--- config.mk ---
export PLATFORM = sky130hd
export DESIGN_NAME = multicycle_control
export DESIGN_NICKNAME = d
export VERILOG_FILES = /design/src/rtl/multicycle_control_pkg.sv /design/src/rtl/multicycle_control_alu_decode.sv /design/src/rtl/multicycle_control.sv
export SDC_FILE = /design/constraint.sdc
export NUM_CORES = 1
export LEC_CHECK = 0
export ABC_AREA = 0
export BUFFER_PORTS_ARGS = -buffer_cell sky130_fd_sc_hd__buf_4
export CAP_MARGIN = 20
export CORE_MARGIN = 4
export CORE_UTILIZATION = 45
export DETAILED_ROUTE_END_ITERATION = 12
export GPL_TIMING_DRIVEN = 0
export PLACE_DENSITY = 0.76
export SYNTH_ARGS = -nofsm -noshare
export SYNTH_HDL_FRONTEND = slang
export SYNTH_HIERARCHICAL = 1
export SYNTH_SLANG_ARGS = --single-unit
export TNS_END_PERCENT = 50
--- constraint.sdc ---
create_clock -name clk -period 3 [get_ports clk]
set_input_delay 0 -clock clk [delete_from_list [all_inputs] [get_ports clk]]
set_output_delay 0 -clock clk [all_outputs]
set_load 0.02 [all_outputs]
--- src/rtl/multicycle_control_pkg.sv ---
// Shared encodings for the multi-cycle MIPS control path: opcodes, functs, ALU codes,
// datapath select values, FSM states and the store byte-lane helper.
package multicycle_control_pkg;

    localparam logic [5:0] OPCODE_RTYPE = 6'h00;
    localparam logic [5:0] OPCODE_J     = 6'h02;
    localparam logic [5:0] OPCODE_BEQ   = 6'h04;
    localparam logic [5:0] OPCODE_ADDI  = 6'h08;
    localparam logic [5:0] OPCODE_LW    = 6'h23;
    localparam logic [5:0] OPCODE_SB    = 6'h28;
    localparam logic [5:0] OPCODE_SH    = 6'h29;
    localparam logic [5:0] OPCODE_SW    = 6'h2B;

    localparam logic [5:0] FUNCT_SLL = 6'h00;
    localparam logic [5:0] FUNCT_SRL = 6'h02;
    localparam logic [5:0] FUNCT_ADD = 6'h20;
    localparam logic [5:0] FUNCT_SUB = 6'h22;
    localparam logic [5:0] FUNCT_AND = 6'h24;
    localparam logic [5:0] FUNCT_OR  = 6'h25;
    localparam logic [5:0] FUNCT_SLT = 6'h2A;

    localparam logic [3:0] ALU_SLL = 4'h0;
    localparam logic [3:0] ALU_SRL = 4'h1;
    localparam logic [3:0] ALU_ADD = 4'h2;
    localparam logic [3:0] ALU_SUB = 4'h3;
    localparam logic [3:0] ALU_AND = 4'h4;
    localparam logic [3:0] ALU_OR  = 4'h5;
    localparam logic [3:0] ALU_SLT = 4'h6;

    localparam logic ALU_A_SEL_RS       = 1'b0;
    localparam logic ALU_A_SEL_SHAMT    = 1'b1;
    localparam logic ALU_B_SEL_RT       = 1'b0;
    localparam logic ALU_B_SEL_IMM      = 1'b1;
    localparam logic REG_D_ADDR_SEL_RT  = 1'b0;
    localparam logic REG_D_ADDR_SEL_RD  = 1'b1;
    localparam logic REG_D_DATA_SEL_ALU = 1'b0;
    localparam logic REG_D_DATA_SEL_MEM = 1'b1;
    localparam logic MEM_ADDR_SEL_PC    = 1'b0;
    localparam logic MEM_ADDR_SEL_ALU   = 1'b1;

    localparam logic [1:0] PC_SRC_SEQ    = 2'd0;
    localparam logic [1:0] PC_SRC_BRANCH = 2'd1;
    localparam logic [1:0] PC_SRC_JUMP   = 2'd2;

    typedef enum logic [3:0] {
        S_RESET, S_FETCH, S_DECODE, S_EXEC_R, S_EXEC_I, S_WB_ALU, S_MEM_ADDR,
        S_MEM_RD, S_MEM_WR, S_WB_MEM, S_BRANCH, S_JUMP, S_TRAP
    } state_e;

    typedef struct packed {
        logic [3:0] we;
        logic       misaligned;
    } store_lane_t;

    // Lane mask assumes a little-endian 32-bit word; misaligned stores must never reach memory.
    function automatic store_lane_t storeLanes(input logic [5:0] opcode, input logic [1:0] addrLo);
        store_lane_t r;
        r.we         = 4'h0;
        r.misaligned = 1'b0;
        case (opcode)
            OPCODE_SW: begin
                r.we         = 4'hF;
                r.misaligned = (addrLo != 2'd0);
            end
            OPCODE_SH: begin
                r.we         = addrLo[1] ? 4'hC : 4'h3;
                r.misaligned = addrLo[0];
            end
            OPCODE_SB: r.we = 4'h1 << addrLo;
            default:   r.we = 4'h0;
        endcase
        return r;
    endfunction

endpackage

--- src/rtl/multicycle_control_alu_decode.sv ---
// R-type funct to ALU operation decoder, shared with the single-cycle control.
// valid_o low flags a funct this datapath cannot execute.
module alu_decode
    import multicycle_control_pkg::*;
(
    input  logic [5:0] funct_i,
    output logic [3:0] alu_op_o,
    output logic       alu_a_sel_o,
    output logic       valid_o
);

    always_comb begin
        alu_op_o    = ALU_SLL;
        alu_a_sel_o = ALU_A_SEL_RS;
        valid_o     = 1'b1;
        case (funct_i)
            FUNCT_SLL: alu_a_sel_o = ALU_A_SEL_SHAMT;
            FUNCT_SRL: begin
                alu_op_o    = ALU_SRL;
                alu_a_sel_o = ALU_A_SEL_SHAMT;
            end
            FUNCT_ADD: alu_op_o = ALU_ADD;
            FUNCT_SUB: alu_op_o = ALU_SUB;
            FUNCT_AND: alu_op_o = ALU_AND;
            FUNCT_OR:  alu_op_o = ALU_OR;
            FUNCT_SLT: alu_op_o = ALU_SLT;
            default:   valid_o  = 1'b0;
        endcase
    end

endmodule

--- src/rtl/multicycle_control.sv ---
// Multi-cycle MIPS control FSM sequencing FETCH/DECODE/EXEC/MEM/WB over a shared memory
// port with ready handshake, optional memory timeout and a sticky trap state.
module multicycle_control
    import multicycle_control_pkg::*;
#(
    parameter bit          ENABLE_SUBWORD = 1'b1,
    parameter bit          ENABLE_JUMP    = 1'b1,
    parameter int unsigned MEM_TIMEOUT    = 0
) (
    input  logic       clk,
    input  logic       rst_n,
    input  logic [5:0] opcode_i,
    input  logic [5:0] funct_i,
    input  logic       reg_s_t_equal_i,
    input  logic [1:0] addr_lo_i,
    input  logic       mem_ready_i,
    output logic       mem_req_o,
    output logic       mem_addr_sel_o,
    output logic [3:0] mem_we_o,
    output logic       ir_we_o,
    output logic [3:0] alu_op_o,
    output logic       alu_a_sel_o,
    output logic       alu_b_sel_o,
    output logic       pc_we_o,
    output logic [1:0] pc_src_o,
    output logic       reg_d_we_o,
    output logic       reg_d_addr_sel_o,
    output logic       reg_d_data_sel_o,
    output logic       trap_o
);

    localparam logic [15:0] TIMEOUT_LAST = 16'(MEM_TIMEOUT - 1);

    state_e      state_q, state_d;
    logic [15:0] waitCnt_q, waitCnt_d;
    logic [3:0]  rAluOp;
    logic        rAluASel;
    logic        rValid;
    logic        memWaiting;
    logic        timeoutHit;
    store_lane_t lanes;

    alu_decode u_alu_decode (
        .funct_i    (funct_i),
        .alu_op_o   (rAluOp),
        .alu_a_sel_o(rAluASel),
        .valid_o    (rValid)
    );

    assign lanes      = storeLanes(opcode_i, addr_lo_i);
    assign memWaiting = mem_req_o && !mem_ready_i;
    // Limit is hit on the cycle the count would reach MEM_TIMEOUT, so ready that cycle still wins.
    assign timeoutHit = (MEM_TIMEOUT != 0) && memWaiting && (waitCnt_q == TIMEOUT_LAST);

    always_ff @(posedge clk or negedge rst_n) begin
        if (!rst_n) begin
            state_q   <= S_RESET;
            waitCnt_q <= 16'd0;
        end else begin
            state_q   <= state_d;
            waitCnt_q <= waitCnt_d;
        end
    end

    always_comb begin
        state_d = state_q;
        case (state_q)
            S_RESET: state_d = S_FETCH;
            S_FETCH: begin
                if (mem_ready_i)     state_d = S_DECODE;
                else if (timeoutHit) state_d = S_TRAP;
            end
            S_DECODE: begin
                case (opcode_i)
                    OPCODE_RTYPE:         state_d = rValid ? S_EXEC_R : S_TRAP;
                    OPCODE_ADDI:          state_d = S_EXEC_I;
                    OPCODE_LW, OPCODE_SW: state_d = S_MEM_ADDR;
                    OPCODE_SB, OPCODE_SH: state_d = ENABLE_SUBWORD ? S_MEM_ADDR : S_TRAP;
                    OPCODE_BEQ:           state_d = S_BRANCH;
                    OPCODE_J:             state_d = ENABLE_JUMP ? S_JUMP : S_TRAP;
                    default:              state_d = S_TRAP;
                endcase
            end
            S_EXEC_R, S_EXEC_I:  state_d = S_WB_ALU;
            S_WB_ALU, S_WB_MEM:  state_d = S_FETCH;
            S_MEM_ADDR:          state_d = (opcode_i == OPCODE_LW) ? S_MEM_RD : S_MEM_WR;
            S_MEM_RD: begin
                if (mem_ready_i)     state_d = S_WB_MEM;
                else if (timeoutHit) state_d = S_TRAP;
            end
            S_MEM_WR: begin
                if (lanes.misaligned) state_d = S_TRAP;
                else if (mem_ready_i) state_d = S_FETCH;
                else if (timeoutHit)  state_d = S_TRAP;
            end
            S_BRANCH, S_JUMP:    state_d = S_FETCH;
            S_TRAP:              state_d = S_TRAP;
            default:             state_d = S_TRAP;
        endcase

        if (state_d != state_q)
            waitCnt_d = 16'd0;
        else if (memWaiting && (MEM_TIMEOUT != 0))
            waitCnt_d = waitCnt_q + 16'd1;
        else
            waitCnt_d = waitCnt_q;
    end

    always_comb begin
        mem_req_o        = 1'b0;
        mem_addr_sel_o   = MEM_ADDR_SEL_PC;
        mem_we_o         = 4'h0;
        ir_we_o          = 1'b0;
        alu_op_o         = ALU_SLL;
        alu_a_sel_o      = ALU_A_SEL_RS;
        alu_b_sel_o      = ALU_B_SEL_RT;
        pc_we_o          = 1'b0;
        pc_src_o         = PC_SRC_SEQ;
        reg_d_we_o       = 1'b0;
        reg_d_addr_sel_o = REG_D_ADDR_SEL_RT;
        reg_d_data_sel_o = REG_D_DATA_SEL_ALU;
        trap_o           = 1'b0;
        case (state_q)
            S_FETCH: begin
                mem_req_o = 1'b1;
                alu_op_o  = ALU_ADD;
                ir_we_o   = mem_ready_i;
                pc_we_o   = mem_ready_i;
            end
            S_EXEC_R: begin
                alu_op_o         = rAluOp;
                alu_a_sel_o      = rAluASel;
                reg_d_addr_sel_o = REG_D_ADDR_SEL_RD;
            end
            S_EXEC_I: begin
                alu_op_o    = ALU_ADD;
                alu_b_sel_o = ALU_B_SEL_IMM;
            end
            S_WB_ALU: begin
                reg_d_we_o = 1'b1;
                if (opcode_i == OPCODE_RTYPE) begin
                    alu_op_o         = rAluOp;
                    alu_a_sel_o      = rAluASel;
                    reg_d_addr_sel_o = REG_D_ADDR_SEL_RD;
                end else begin
                    alu_op_o    = ALU_ADD;
                    alu_b_sel_o = ALU_B_SEL_IMM;
                end
            end
            S_MEM_ADDR: begin
                alu_op_o    = ALU_ADD;
                alu_b_sel_o = ALU_B_SEL_IMM;
            end
            S_MEM_RD: begin
                mem_req_o      = 1'b1;
                mem_addr_sel_o = MEM_ADDR_SEL_ALU;
                alu_op_o       = ALU_ADD;
                alu_b_sel_o    = ALU_B_SEL_IMM;
            end
            S_MEM_WR: begin
                mem_req_o      = !lanes.misaligned;
                mem_we_o       = lanes.misaligned ? 4'h0 : lanes.we;
                mem_addr_sel_o = MEM_ADDR_SEL_ALU;
                alu_op_o       = ALU_ADD;
                alu_b_sel_o    = ALU_B_SEL_IMM;
            end
            S_WB_MEM: begin
                reg_d_we_o       = 1'b1;
                reg_d_data_sel_o = REG_D_DATA_SEL_MEM;
            end
            S_BRANCH: begin
                alu_op_o    = ALU_ADD;
                alu_b_sel_o = ALU_B_SEL_IMM;
                pc_src_o    = PC_SRC_BRANCH;
                pc_we_o     = reg_s_t_equal_i;
            end
            S_JUMP: begin
                pc_src_o = PC_SRC_JUMP;
                pc_we_o  = 1'b1;
            end
            S_TRAP:  trap_o = 1'b1;
            default: trap_o = 1'b0;
        endcase
    end

endmodule

== Yosys cells after proc, flatten, opt, wreduce, memory -nomap -nowiden ==
Index checks and enable logic that the tools add are counted.

* Eq/ne operators: 28
* Muxes and demuxes: 32
* Shifts and indexed selects: 1
* Reductions and logical operators: 16

{| class="wikitable"
|+ Operators by type and width
! operator !! number
|-
| 6-bit == test, second input constant || 9
|-
| 4-bit 2-to-1 mux || 10
|-
| 4-bit case mux with 7 select lines || 1
|-
| 4-bit case mux with 3 select lines || 2
|-
| 4-bit == test, second input constant || 5
|-
| 4-bit case mux with 5 select lines || 1
|-
| 3-bit case mux with 6 select lines || 1
|-
| 4-bit by 3-bit == test with 1-bit output, second input constant || 4
|-
| 6-bit by 2-bit == test with 1-bit output, second input constant || 2
|-
| 6-bit logical NOT || 2
|-
| 1-bit 2-to-1 mux || 10
|-
| 1-bit case mux with 2 select lines || 5
|-
| 2-bit OR reduction || 5
|-
| 5-bit OR reduction || 2
|-
| 4-bit by 2-bit == test with 1-bit output, second input constant || 2
|-
| 7-bit OR reduction || 1
|-
| 6-bit by 3-bit == test with 1-bit output, second input constant || 1
|-
| 6-bit by 4-bit == test with 1-bit output, second input constant || 1
|-
| 6-bit OR reduction || 1
|-
| 4-bit by 1-bit == test with 1-bit output, second input constant || 1
|-
| 4-bit logical NOT || 1
|-
| 2-bit != test, second input constant || 2
|-
| 2-bit case mux with 2 select lines || 1
|-
| 4-bit OR reduction || 1
|-
| other kinds (6) || 6
|}

* Output and inout port bits: 20
* Word-level logic and storage cells: 78
* Input port bits: 18
* Register bits: 4

== Logic depth before layout (Yosys ltp) ==
* Word-level depth: 6
* Mapped depth: 7
* Depth with buffers taken out: 7

== By module ==
The synthesis kept the hierarchy.

{| class="wikitable"
|+ By module, submodules not included
! module !! times used !! area each (µm²) !! cells each
|-
| multicycle_control || 1 || 817.0 || 123
|-
| alu_decode || 1 || 115.1 || 15
|}

== Worst setup path before layout ==
OpenSTA, ideal clock, no wires.

* Kind: flip-flop to output port
* Start point: reg state_q[0]
* End point: out mem_we_o[0]
* Cell stages (with the launch flop): 6
* Path buffers: 2
* Data arrival time: 1.727 ns
* Required time: 3.000 ns
* Slack: 1.273 ns
* Path through: dfrtp_1 clkbuf_1 clkbuf_1 nor3_1 nand2_1 nor4_1

* Cells in the longest elaborated chain, start to end: 2

{| class="wikitable"
|+ RTL lines
! what !! line !! RTL
|-
| from (decl) || multicycle_control.sv:34 || <nowiki>state_e state_q, state_d;</nowiki>
|-
| from (signal assigned) || multicycle_control.sv:60 || <nowiki>state_q <= state_d;</nowiki>
|-
| 4-bit == test || multicycle_control.sv:123 || <nowiki>case (state_q)</nowiki>
|-
| 4-bit 2-to-1 mux || multicycle_control.sv:123 ||
|-
| to (decl) || multicycle_control.sv:19 || <nowiki>output logic [3:0] mem_we_o,</nowiki>
|}

No other way between the ends.

== Final worst setup path ==
Ends and elaborated chain as after synthesis.

==> results.env <==
TOTALWIRELENGTH_UM=2790
SETUP_WS_PS=1050
PWR_DENSITY_CELL_mW_PER_MM2=684
MOST_COMMON_CELL_AFTER_LAYOUT_FILL_AND_TAPS_ASIDE='buf_4'
SYNTHCELLS=138
GPL.FINAL_WEIGHTED_CONGESTION=0.845
SWSHARE_PCT=54.7
TRACK_USAGE_PCT=19.6
DR.PASS1.ITERS=4
SYNTH.TOP_CELL.AREA_SHARE_PCT=10.7
SETUP_TNS_PS=0
SYNTH_NET_COUNT=156
CTSROOTBUFFERMASTER='clkbuf_4'
POST_DRT_VIA_CELL_RATIO=5.81
INTERNAL-POWER_mW=0.388
CLOCK.FMAX_MHz=512
WORSTREGTOREGCELLS=6
PORT_BUFFERS=34
SYNTH_EDF_COUNT=0
SYNTH_AREA_UM2=932
CLOCK_SKEW_PS=13.3
RR_STARTPOINT='state_q[1]'
FINAL_PERIOD_MINUS_WORST_SETUP_SLACK_PS=1950
DETAIL_ROUTE.ITER0.VIOLATIONS=19
SETUP.WORST_PATH.START='state_q[0]'
SEQUENTIAL_AREA_SHARE_AFTER_SYNTHESIS_PCT=10.7
HOLD_PATH.CLASS='input port to flip-flop'
CRITICALPATHCATEGORY='flip-flop to output pin'
CP.ARRIVAL_PS=1950
BIGGESTREGSBYFLOPS='state_q x4'
SYNTHTOLAYOUTAREAGROWTH_PCT=34.5
WORST_SETUP_PATH_END_KIND='output pin'
WORST_REG_TO_REG_SETUP_SLACK_PS=1280
VERTICAL_EXTENT_OF_THE_DIE_UM=53.5
POWER_SWITCHING_mW=0.469
GRT_REMAINING_OVERFLOW=0
WHS_PS=13.1
CLK-INSERTION-DELAY-LATE_PS=250
FRACTION_OF_LAYOUT_INSTANCES_USING_A_DRIVE_STRENGTH_ABOVE_1_PCT=27.8
PLACEMENT.SETUP.WORST_SLACK_PS=1150
MIN_FROM='mem_ready_i'
DRC=0
NUMBER_OF_ENDPOINTS_FAILING_SETUP_AT_THE_FINAL_STAGE=0
CLOCK_TREE.HTREE_LEVEL_COUNT=1
FIRST_GLOBAL_VIAS=1013
ROUTED_WIRE_LENGTH_PER_INSTANCE_UM=13.7
WORST_PATH_MAX_DELAY_CELL='dfrtp_1'
STATUS='finished, final reports clean'
YS_FF_LATCH=4
LAYOUT_WORST_PATH_CYCLE_SHARE_PCT=65.0
CRIT_REQUIRED_PS=3000
COMB_POWER_SHARE_PCT=79.5
R2R-END='state_q[2]'
GRT_PASS1_WL_UM=4310
INITIAL_CORE_UTIL_PCT=47.5
PLACED_AREA_MM2=0.00122
TOTAL_CLOCK_SINKS=4
NUM_ANTENNA_CELLS=0
MOSTFREQUENTLAYOUTCELLS='buf_4, nor2_1, nand2_1'
DIE_WIDTH_UM=53.5
LARGEST_REG_FLOPS=4
CRITICAL_PATH.STARTPOINT_TYPE='flip-flop'
CELLLEAKAGEPOWER_nW=0.505
POST_SYNTH_MAIN_AREA_CONTRIBUTORS='dfrtp_1, nor2_1, a21oi_1, o21ai_0, nand2_1'
REGISTERS.TOP_BY_FF_COUNT='state_q'
MAX_SLEW.WORST_PIN.SLEW_PS=555
LARGEST_NET_DEGREE_AT_THE_START_OF_GLOBAL_ROUTING=11
POST_CTS_RESIZE_COUNT=0
CAP_VIOL_MAX_COUNT=0
SYNTHESIS.AREA_PER_INSTANCE_UM2=6.75
SYNTH_WARNINGS=6
NUMCTSBUFFERS=3
POST-PLACE-CELLS=199
POST_SYNTH_NUM_CELL_TYPES=55
CRITICAL_PATH.CELL_CHAIN='clkbuf_1 > clkbuf_1 > nor3_1 > nand2_1 > nor4_1 > buf_4'
FINISH.INSTANCE_AREA_MM2=0.00125
NUM_ROWS=16
FILLER_CELL_COUNT=204
IR_DROP_uV=397
PATH_MAX_FANOUT=10
FINALHOLDVIOLCOUNT=0
CORE-AREA_MM2=0.00196
LAYOUT.NETS=196
POST_LAYOUT_NONFILLER_INSTANCES=203
ANTENNA_LEFT=0
CRITICAL-PATH-TOP-CELL-BY-COUNT='clkbuf_1'
RSZ_0062_RAISED_AFTER_GLOBAL_ROUTING='no'
WORST_SETUP_PATH_ENDPOINT='mem_we_o[0]'
HPWL_UM=2190
CELL_TAKING_THE_MOST_AREA_AFTER_SYNTHESIS='dfrtp_1'
DESIGN.DIE.AREA_MM2=0.00286
MULTIINPUTGATEAREA_UM2=767
VIAS=1179
TIMING.FINAL.MAX_SLEW_VIOLATIONS=0
ASYNCSETRESETFLOPFRACSYNTH_PCT=100
CTS_TREE='done'
ANTENNA_FOUND_INITIAL=0
YOSYS_MOST_USED_DFF='dfrtp_1'
CTS_MAX_PATH_BUFFERS=2
CLOCK_POWER_SHARE_PCT=8.5
SLEW_HEADROOM_PCT=62.9
WORST_PATH_CLK_SLEW_PS=50
REGAREA_UM2=100
IOPINCOUNT=38
SEQUENTIALPOWERSHARE_PCT=12.0
TIMING.CRITICAL_PATH.SLOWEST_CELL_DELAY_PS=340
## metal layers
| metal | global-route usage [%] | wire length [um] | up-vias |
|---|---|---|---|
| met5 | 0 | 0 | - |
| met4 | 6.81 | 40 | 0 |
| met3 | 1.69 | 182 | 4 |
| met2 | 35.9 | 1380 | 51 |
| met1 | 23.6 | 1180 | 529 |
| li1 | - | - | 595 |
## area by class of cell
| type | instances | area share [%] |
|---|---|---|
| multi-input combinational | 120 | 61.2 |
| buffer | 10 | 3.99 |
| inverter | 4 | 1.20 |
| sequential | 4 | 7.98 |
| tap | 27 | 2.69 |
| clock buffer | 3 | 1.80 |
| timing repair buffer | 35 | 21.2 |
## per-stage QoR
step / power, mW / utilization, %
2_1_floorplan: 0.560 / -
3_3_place_gp: 0.761 / 62.2
3_5_place_dp: 0.775 / 62.2
4_1_cts: 0.848 / 63.9
5_1_grt: 0.920 / 63.9
6_report: 0.857 / 63.9
## power by group through the flow
stage	combinational, mW	clock (mW)	sequential [mW]
3_5_place_dp	0.675	0	0.0999
3_3_place_gp	0.662	0	0.0988
5_1_grt	0.740	0.0734	0.106
6_report	0.681	0.0733	0.103
2_1_floorplan	0.466	0	0.0944
4_1_cts	0.678	0.0711	0.0992
## synth_stat cells (2+ instances only)
library cell and instances:
o211ai_1 3, a211oi_1 2, a211oi_2 2, nor4_1 2, or3b_1 2, and2_1 5, or3_1 3, nand2_1 12
clkbuf_1 6, o32ai_1 2, dfrtp_1 4, and2b_1 2, o21ai_0 10, nor2b_1 3, nand2b_1 6, nor3_1 8
a21oi_1 10, nor2_1 14, and3_1 2, inv_1 4, a22oi_1 2
## kinds of logic (layout without fill, tap and decap cells)
family | after synthesis | count (layout) | share of synthesized area, %
buffers and inverters | 14 | 52 | 6.98
other | 1 | 1 | 0.402
DFF | 4 | 4 | 10.7
and+or+nand+nor | 71 | 71 | 44.6
AOI/OAI and AO/OA | 46 | 46 | 35.3
xor gates and xnor gates | 1 | 1 | 0.940
muxes | 1 | 1 | 1.07
## worst max-delay path, delay by kind of cell, from the launching register on
kind	cells	cell delay [ps]
AND/OR/NAND/NOR	3	760
buffers and inverters	3	610
flip-flops	1	340
## repair_timing
action / CTS / global route
hold endpoints to repair: 4 / 0
hold buffers: 1 / 0
setup buffers: 0 / 0
## how the worst min path moves through the flow
stage	cells past startpoint	to	slack (ps)
final	2	state_q[1]	10
after global routing	2	state_q[1]	30
after CTS	2	state_q[1]	20
after detailed placement	1	state_q[1]	-200
after global placement	1	state_q[1]	-210
after floorplan	0	state_q[0]	-300
Power figures use the tool's default switching activity.
